**config.mk**
```make
export PLATFORM = sky130hd
export DESIGN_NAME = maze_mem_arbiter
export DESIGN_NICKNAME = d
export VERILOG_FILES = /design/src/rtl/maze_pkg.sv /design/src/rtl/rr_lock_fsm.sv /design/src/rtl/maze_mem_arbiter.sv
export SDC_FILE = /design/constraint.sdc
export NUM_CORES = 1
export LEC_CHECK = 0
export CORE_MARGIN = 8
export CORE_UTILIZATION = 41
export CTS_BUF_LIST = sky130_fd_sc_hd__clkbuf_4 sky130_fd_sc_hd__clkbuf_8 sky130_fd_sc_hd__clkbuf_16
export DETAILED_ROUTE_END_ITERATION = 10
export PLACE_DENSITY = 0.93
export SLEW_MARGIN = 20
export SYNTH_ARGS = -nofsm -noshare
export SYNTH_HDL_FRONTEND = slang
export SYNTH_SLANG_ARGS = --single-unit
```
**constraint.sdc**
```tcl
create_clock -name CLK -period 3.45 [get_ports CLK]
set_input_delay 0.345 -clock CLK [delete_from_list [all_inputs] [get_ports CLK]]
set_output_delay 0.345 -clock CLK [all_outputs]
set_load 0.02 [all_outputs]
```
**src/rtl/maze_pkg.sv**
```systemverilog
// Shared types and constants for the maze RAM and its requester arbiter.
package maze_pkg;

   localparam int MAZE_AW = 4;

   localparam logic WALL = 1'b1;
   localparam logic FREE = 1'b0;

   typedef enum logic {ARB, LOCK} arb_state_t;
   typedef enum logic {OWN_RAT, OWN_HOST} owner_t;

endpackage

```
**src/rtl/rr_lock_fsm.sv**
```systemverilog
// Round-robin grant FSM with a host burst lock; a starvation counter
// forces one rat slot after LOCK_MAX consecutive host grants.
module rr_lock_fsm
   import maze_pkg::*;
#(
   parameter int LOCK_MAX = 16
) (
   input  logic CLK,
   input  logic RST,
   input  logic req0,
   input  logic req1,
   input  logic lock,
   output logic gnt0,
   output logic gnt1,
   output logic locked
);

   localparam logic [7:0] STARVE_MAX = 8'(LOCK_MAX);

   arb_state_t state, state_next;
   logic       ptr, ptr_next;
   logic [7:0] starve_cnt, starve_next;

   // NOTE: state registers use non-blocking assignments so every flop samples pre-edge values.
   always_ff @(posedge CLK or negedge RST) begin
      if (!RST) begin
         state      <= ARB;
         ptr        <= 1'b0;
         starve_cnt <= '0;
      end else begin
         state      <= state_next;
         ptr        <= ptr_next;
         starve_cnt <= starve_next;
      end
   end

   // NOTE: every output gets a default first so no path through the case infers a latch.
   always_comb begin
      state_next  = state;
      ptr_next    = ptr;
      starve_next = starve_cnt;
      gnt0        = 1'b0;
      gnt1        = 1'b0;
      case (state)
         ARB: begin
            if (req0 && (!req1 || !ptr)) begin
               gnt0     = 1'b1;
               ptr_next = 1'b1;
            end else if (req1) begin
               gnt1     = 1'b1;
               ptr_next = 1'b0;
               if (lock) state_next = LOCK;
            end
         end
         LOCK: begin
            // Increment only below the limit, so the counter saturates at LOCK_MAX.
            if (req1 && (!req0 || starve_cnt < STARVE_MAX)) begin
               gnt1        = 1'b1;
               starve_next = req0 ? starve_cnt + 8'd1 : 8'd0;
            end else begin
               gnt0        = req0;
               starve_next = 8'd0;
            end
            if (!lock) begin
               state_next  = ARB;
               ptr_next    = 1'b0;
               starve_next = 8'd0;
            end
         end
         default: state_next = ARB;
      endcase
      // Grants are suppressed while reset is held so no RAM access leaks out.
      if (!RST) begin
         gnt0 = 1'b0;
         gnt1 = 1'b0;
      end
   end

   assign locked = (state == LOCK);

endmodule

```
**src/rtl/maze_mem_arbiter.sv**
```systemverilog
// Two-port arbiter in front of the single-ported maze RAM: rat (r0) and host (r1),
// with combinational grant/address muxing and a one-cycle read-return path.
module maze_mem_arbiter
   import maze_pkg::*;
#(
   parameter int AW       = MAZE_AW,
   parameter int LOCK_MAX = 16
) (
   input  logic          CLK,
   input  logic          RST,
   input  logic          r0_req,
   input  logic          r0_we,
   input  logic [AW-1:0] r0_x,
   input  logic [AW-1:0] r0_y,
   input  logic          r0_wd,
   output logic          r0_gnt,
   output logic          r0_rvalid,
   output logic          r0_rd,
   input  logic          r1_req,
   input  logic          r1_we,
   input  logic [AW-1:0] r1_x,
   input  logic [AW-1:0] r1_y,
   input  logic          r1_wd,
   output logic          r1_gnt,
   output logic          r1_rvalid,
   output logic          r1_rd,
   input  logic          r1_lock,
   output logic          mem_rd,
   output logic          mem_wr,
   output logic [AW-1:0] mem_x,
   output logic [AW-1:0] mem_y,
   output logic          mem_din,
   input  logic          mem_dout,
   output logic          locked
);

   logic   rd_valid;
   owner_t rd_owner;

   rr_lock_fsm #(.LOCK_MAX(LOCK_MAX)) u_fsm (
      .CLK    (CLK),
      .RST    (RST),
      .req0   (r0_req),
      .req1   (r1_req),
      .lock   (r1_lock),
      .gnt0   (r0_gnt),
      .gnt1   (r1_gnt),
      .locked (locked)
   );

   always_comb begin
      mem_rd  = 1'b0;
      mem_wr  = 1'b0;
      mem_x   = '0;
      mem_y   = '0;
      mem_din = FREE;
      if (r0_gnt) begin
         mem_rd  = ~r0_we;
         mem_wr  = r0_we;
         mem_x   = r0_x;
         mem_y   = r0_y;
         mem_din = r0_wd;
      end else if (r1_gnt) begin
         mem_rd  = ~r1_we;
         mem_wr  = r1_we;
         mem_x   = r1_x;
         mem_y   = r1_y;
         mem_din = r1_wd;
      end
   end

   // The owner tag follows each read strobe so alternating readers return in order.
   always_ff @(posedge CLK or negedge RST) begin
      if (!RST) begin
         rd_valid <= 1'b0;
         rd_owner <= OWN_RAT;
      end else begin
         rd_valid <= mem_rd;
         if (mem_rd) rd_owner <= r1_gnt ? OWN_HOST : OWN_RAT;
      end
   end

   assign r0_rvalid = rd_valid && (rd_owner == OWN_RAT);
   assign r1_rvalid = rd_valid && (rd_owner == OWN_HOST);
   assign r0_rd     = r0_rvalid ? mem_dout : FREE;
   assign r1_rd     = r1_rvalid ? mem_dout : FREE;

endmodule

```
==> metrics.txt, run 1 <==
chip height=roughly 60 um; required time of the worst setup path=3.11 ns; normalized max-slew margin=about 62%; largest net degree at the start of global routing=21; First DRT Iteration DRCs=26; H-tree depth=1; cells after synthesis=84; first drt pass iteration count=4; post-synth cell types=34; share of layout cells above drive strength 1=7.09%; Synth Warn #=0; worst hold path class=in2async; critical path arrival=approximately 2.5 ns; Max FO, Critical Path=12; mux share of post-synthesis cell area=around 2.5%; Final GP Congestion=0.798; final setup margin=about 0.6 ns; antenna violations before repair=0; worst vdd ir=approximately 0.00021 V; Clock transition at path regs=about 0.07 ns; fin area=1260 sq um; clock root cell=clkbuf_4; Die Area=~3600 sq um; CP max stage delay=0.61 ns; routed len/inst=around 15 um; port bufs=between 40 and 50; # diodes=0; Top Ports=between 40 and 50; FILL cells=about 160; post-CTS setup buffers=0; Area Growth Syn to Fin=59.2%; dpl cell area=~1200 sq um; crit path launch=u_fsm.starve_cnt[6]; setup TNS=0 ns; maximum clock frequency=~0.35 GHz; post-synthesis average cell area=9.46 sq um; total grt overflow=0; period utilization=between 80% and 90%; Hold Slack=between 0.3 and 0.4 ns; Slew @ Worst Pin=approximately 0.57 ns; Async SR Flop Fraction=between 90% and 100%; P_leak=between 0.5 and 0.6 nW; post-synthesis xor/xnor area fraction=0%; RR Startpoint=u_fsm.starve_cnt[6]; status=complete, no violations; total power=0.397 mW; Core Area=approximately 1900 sq um; DPL Wire Length=2000 um; total clock sinks=12; vias per cell=approximately 5.5; Crit-path slowest cell=clkdlybuf4s50_1; Max Cap Viol=0; Max clock buf depth=2; pre-CTS setup slack=0.743 ns; Final Slew Violations=0; critical path start-end classification=reg2out; final setup fails=0; final hold viol count=0; antenna viol nets, final=0; Pwr per Cell Area=about 310 nW/um^2; area share of fa/ha/maj cells after synthesis=~1.6%; Worst Skew=between 0.002 and 0.0025 ns; RSZ-0062 raised after global routing=no; Compound-Gate Fraction of Synth Area=29.3%; clk_lat worst skew=approximately 0.27 ns; TritonCTS clock tree=yes; critical path startpoint category=flip-flop; Gates resized, CTS repair=0; Chip Width=about 60 um; Seq/Total Area, Yosys=approximately 38%; Post-Route WL=2380 um; crit path cell chain=nor4_4 > o221a_2 > a22o_1 > clkdlybuf4s50_1; CTS Buf Count=3; Net Count, Synth=approximately 110; Core Util, Final=between 60 and 70%; number of global-route vias before repair=approximately 860; post-synthesis simple-gate area fraction=between 20% and 30%; GRT Total Usage=between 10 and 15%; Main synth FF type=dfrtp_1; Final #Nets=around 160; Initial Utilization=a little over two fifths; total number of vias=approximately 850; Final min period=2.85 ns; Post-Layout Cell Count=between 150 and 200; Yosys reg bits=12; DRC=0; hold-fix buffers at CTS=0; post-placement cell count=roughly 150; first-pass GRT wire length=3990 um; Cell Area, Synth=around 790 sq um; EDFF count, synth=0; # rows=16; largest family of logic cells by synthesized area=compound AO/OA/AOI/OAI gates; CP endpoint kind=primary output
## worst max-delay path: cells and delay by family (launching register included)
family          cells  cell delay [ns]
flops               1             0.43
simple gates        1             0.57
buf+inv             1             0.61
compound gates      2             0.63
## layout make-up
cell class | count | area [sq um] | area share (%)
timing repair buffer | 45 | 445 | 35.2
inverter | 7 | 26.3 | 2.08
sequential | 12 | 300 | 23.7
clock buffer | 3 | 22.5 | 1.78
multi-input combinational | 60 | 437 | 34.5
tap | 27 | 33.8 | 2.67
## power breakdown
| group | switching, mW | internal, mW | total (mW) |
|---|---|---|---|
| clock | 0.0442 | 0.0404 | 0.0846 |
| sequential | 0.0183 | 0.151 | 0.169 |
| combinational | 0.0622 | 0.0814 | 0.144 |
## Yosys cell counts (2+ instances only)
cell	instances	share of area, %
dfrtp_1	12	38
a22o_1	11	12
inv_1	7	3.3
a21oi_1	5	3.1
nand2_1	4	1.9
nor2b_1	4	3.1
nand2b_1	3	2.4
nand3_1	3	1.9
o21ai_0	3	1.9
a31oi_1	2	1.6
and2_1	2	1.6
and3_1	2	1.6
and3b_1	2	2.2
mux2i_1	2	2.5
nand4_1	2	1.6
nor2_1	2	0.95
## registers in the layout, summed over array words and instances (netlist names)
| name | cells |
|---|---|
| u_fsm.locked | 1 |
| u_fsm.ptr | 1 |
| rd_valid | 1 |
| rd_owner | 1 |
| u_fsm.starve_cnt | 8 |
## worst paths after layout
kind	endpoint	slack, ns	cells past startpoint
setup / recovery	mem_rd	0.60	4
setup reg to reg	rd_valid	1.73	4
max in group asynchronous	u_fsm.starve_cnt[3]	2.75	2
min in group CLK	u_fsm.starve_cnt[0]	0.51	1
hold / removal	u_fsm.ptr	0.30	1
hold reg to reg	u_fsm.starve_cnt[0]	0.51	1
## cell usage in the layout, fill, tap and decap left out, drive strengths merged, types with 2 or more instances in the layout
cell and count:
a21oi 5, a22o 11, a31oi 2, and2 2, and3 2, and3b 2, buf 2, clkbuf 3
clkdlybuf4s50 43, dfrtp 12, inv 7, mux2i 2, nand2 4, nand2b 3, nand3 3, nand4 2
nor2 2, nor2b 4, o21ai 3
## cell families (layout without fill, tap and decap cells)
family                   Yosys count  count (layout)
multiplexers                       2               2
buffers and inverters             12              55
AND/OR/NAND/NOR                   27              27
AO/OA/AOI/OAI                     30              30
flip-flops                        12              12
adder cells (fa/ha/maj)            1               1
## per-layer routing
layer	vias to the layer above	part of all wire (%)	routed length (um)	global-route usage [%]
met3	2	13	313	5.38
li1	407	-	-	-
met4	0	0.34	8	4.08
met5	-	0	0	0
met2	48	44	1060	25.2
met1	397	42	1000	15.7
(Power assumes the default switching activity.)
==> inputs of run 2 (changes only) <==
CORE_UTILIZATION = 34   (was 41)
PLACE_DENSITY = 0.83   (was 0.93)
clock period = 2.5 ns   (was 3.45 ns; I/O delays follow)
==> run 2 against run 1 <==
- final cell count up 5.2%
- critical path depth grew 1
- final area increased by 6.4%
- clock-buffer cell count increased by 1
- total power up 48%
- register-to-register slack got worse by 0.79 ns
- largest cell class unchanged
==> metrics.txt, run 2 (synthesis results as in run 1) <==
required time of the worst setup path=2.25 ns; share of layout cells above drive strength 1=11.9%; most common cell after layout, fill and taps aside=clkdlybuf4s50_1; Core Area=roughly 2200 sq um; Max Cap Viol=0; # diodes=0; Clock transition at path regs=about 0.070 ns; Reg with most FFs=u_fsm.starve_cnt; largest net degree at the start of global routing=14; hold-fix buffers at CTS=0; status=complete, no violations; clock root cell=clkbuf_4; Core Util, Final=60.9%; First DRT Iteration DRCs=38; total clock sinks=12; period utilization=between 90 and 100%; multi-input logic area=~450 sq um; chip height=~64 um; antenna violations before repair=0; Max clock buf depth=2; Pwr per Cell Area=approximately 440 nW/um^2; setup TNS=0 ns; post-placement cell count=about 160; number of global-route vias before repair=924; FILL cells=between 150 and 200; Max FO, Critical Path=12; worst vdd ir=slightly below 0.0004 V; final hold viol count=0; P_leak=just under 0.7 nW; Final min period=around 2.3 ns; crit path to=r0_gnt; Area Growth Syn to Fin=69.4%; Initial Utilization=around 36%; Final Slew Violations=0; CP endpoint kind=primary output; critical path start-end classification=in2out; RSZ-0062 raised after global routing=no; flop-to-flop setup slack=about 0.94 ns; critical path arrival=between 2 and 2.5 ns; Slew @ Worst Pin=0.362 ns; routed len/inst=16.8 um; reg2reg end=u_fsm.starve_cnt[7]; first-pass GRT wire length=between 4000 and 5000 um; total number of vias=888; total grt overflow=0; Register Area=approximately 300 sq um; DPL Wire Length=2230 um; first drt pass iteration count=4; total power=between 0.5 and 0.6 mW; # rows=17; Top Ports=44; critical path startpoint category=input pin; Worst Skew=about 0.0063 ns; port bufs=43; Hold Slack=~0.36 ns; Final GP Congestion=0.899; crit path launch=r1_req; antenna viol nets, final=0; most frequent cells in the layout=clkdlybuf4s50_1 (32), dfrtp_1 (12), a22o_1 (11); GRT Total Usage=between 10% and 20%; final setup fails=0; Final #Nets=162; Chip Width=64.3 um; worst hold path class=in2async; DRC=0; Die Area=4140 sq um; max FFs per register=8; vias per cell=about 5.5; Post-Route WL=roughly 2700 um; maximum clock frequency=roughly 0.43 GHz; H-tree depth=1; normalized max-slew margin=about three quarters; CTS Buf Count=3; R2R depth=4; TritonCTS clock tree=yes; RR Startpoint=u_fsm.locked; Post-Layout Cell Count=162; clk_lat worst skew=approximately 0.28 ns
run 2: changes by cell type in the layout (fill, tap and decap cells not counted):
| cell | change |
|---|---|
| clkdlybuf4s50_1 | -11 |
| dlymetal6s2s_1 | +7 |
| buf_4 | +6 |
| dlygate4sd2_1 | +4 |
| clkbuf_8 | +1 |
| o221a_2 | -1 |
| o221a_4 | +1 |
run 2: worst max-delay path, stage by stage:
cell and delay, ns:
clkdlybuf4s50_1 0.53, and3b_1 0.26, a311oi_2 0.18, buf_4 0.22
clkdlybuf4s50_1 0.63
run 2: layer usage:
layer	wire, um	GRT usage (%)
met3	246	4.70
met4	58	5.72
met5	0	0
met1	1180	13.8
met2	1230	21.6
run 2: timing repair:
action	CTS	global route
gates resized for setup	5	7
setup endpoints to repair	11	7
pin swaps	1	1
setup buffers	2	1
run 2: per-stage QoR:
stage / setup slack, ns / area [sq um]
after CTS: 0.00360 / 1320
after floorplan: 0.679 / 795
final: 0.176 / 1350
after global routing: 0.0836 / 1350
after detailed placement: 0.0326 / 1270
after global placement: 0.0748 / 1270
run 2: report_power, final:
| part | internal, mW | switching [mW] |
|---|---|---|
| clock network | 0.0887 | 0.0638 |
| logic | 0.111 | 0.0943 |
| registers | 0.209 | 0.0216 |
| total | 0.408 | 0.180 |
run 2: area by class of cell:
| cell class | count | area share (%) |
|---|---|---|
| sequential | 12 | 22.3 |
| tap | 28 | 2.60 |
| clock buffer | 4 | 2.70 |
| inverter | 7 | 1.95 |
| timing repair buffer | 51 | 37.4 |
| multi-input combinational | 60 | 33.1 |
run 2: worst min path at each step:
stage / start / to / slack, ns / cells after the start
3_3_place_gp: u_fsm.starve_cnt[0] / u_fsm.starve_cnt[0] / 0.49 / 1
4_1_cts: RST / rd_valid / 0.34 / 2
6_report: RST / rd_owner / 0.36 / 2
3_5_place_dp: u_fsm.starve_cnt[0] / u_fsm.starve_cnt[0] / 0.51 / 1
2_1_floorplan: RST / rd_owner / -0.05 / 0
5_1_grt: RST / rd_valid / 0.36 / 2
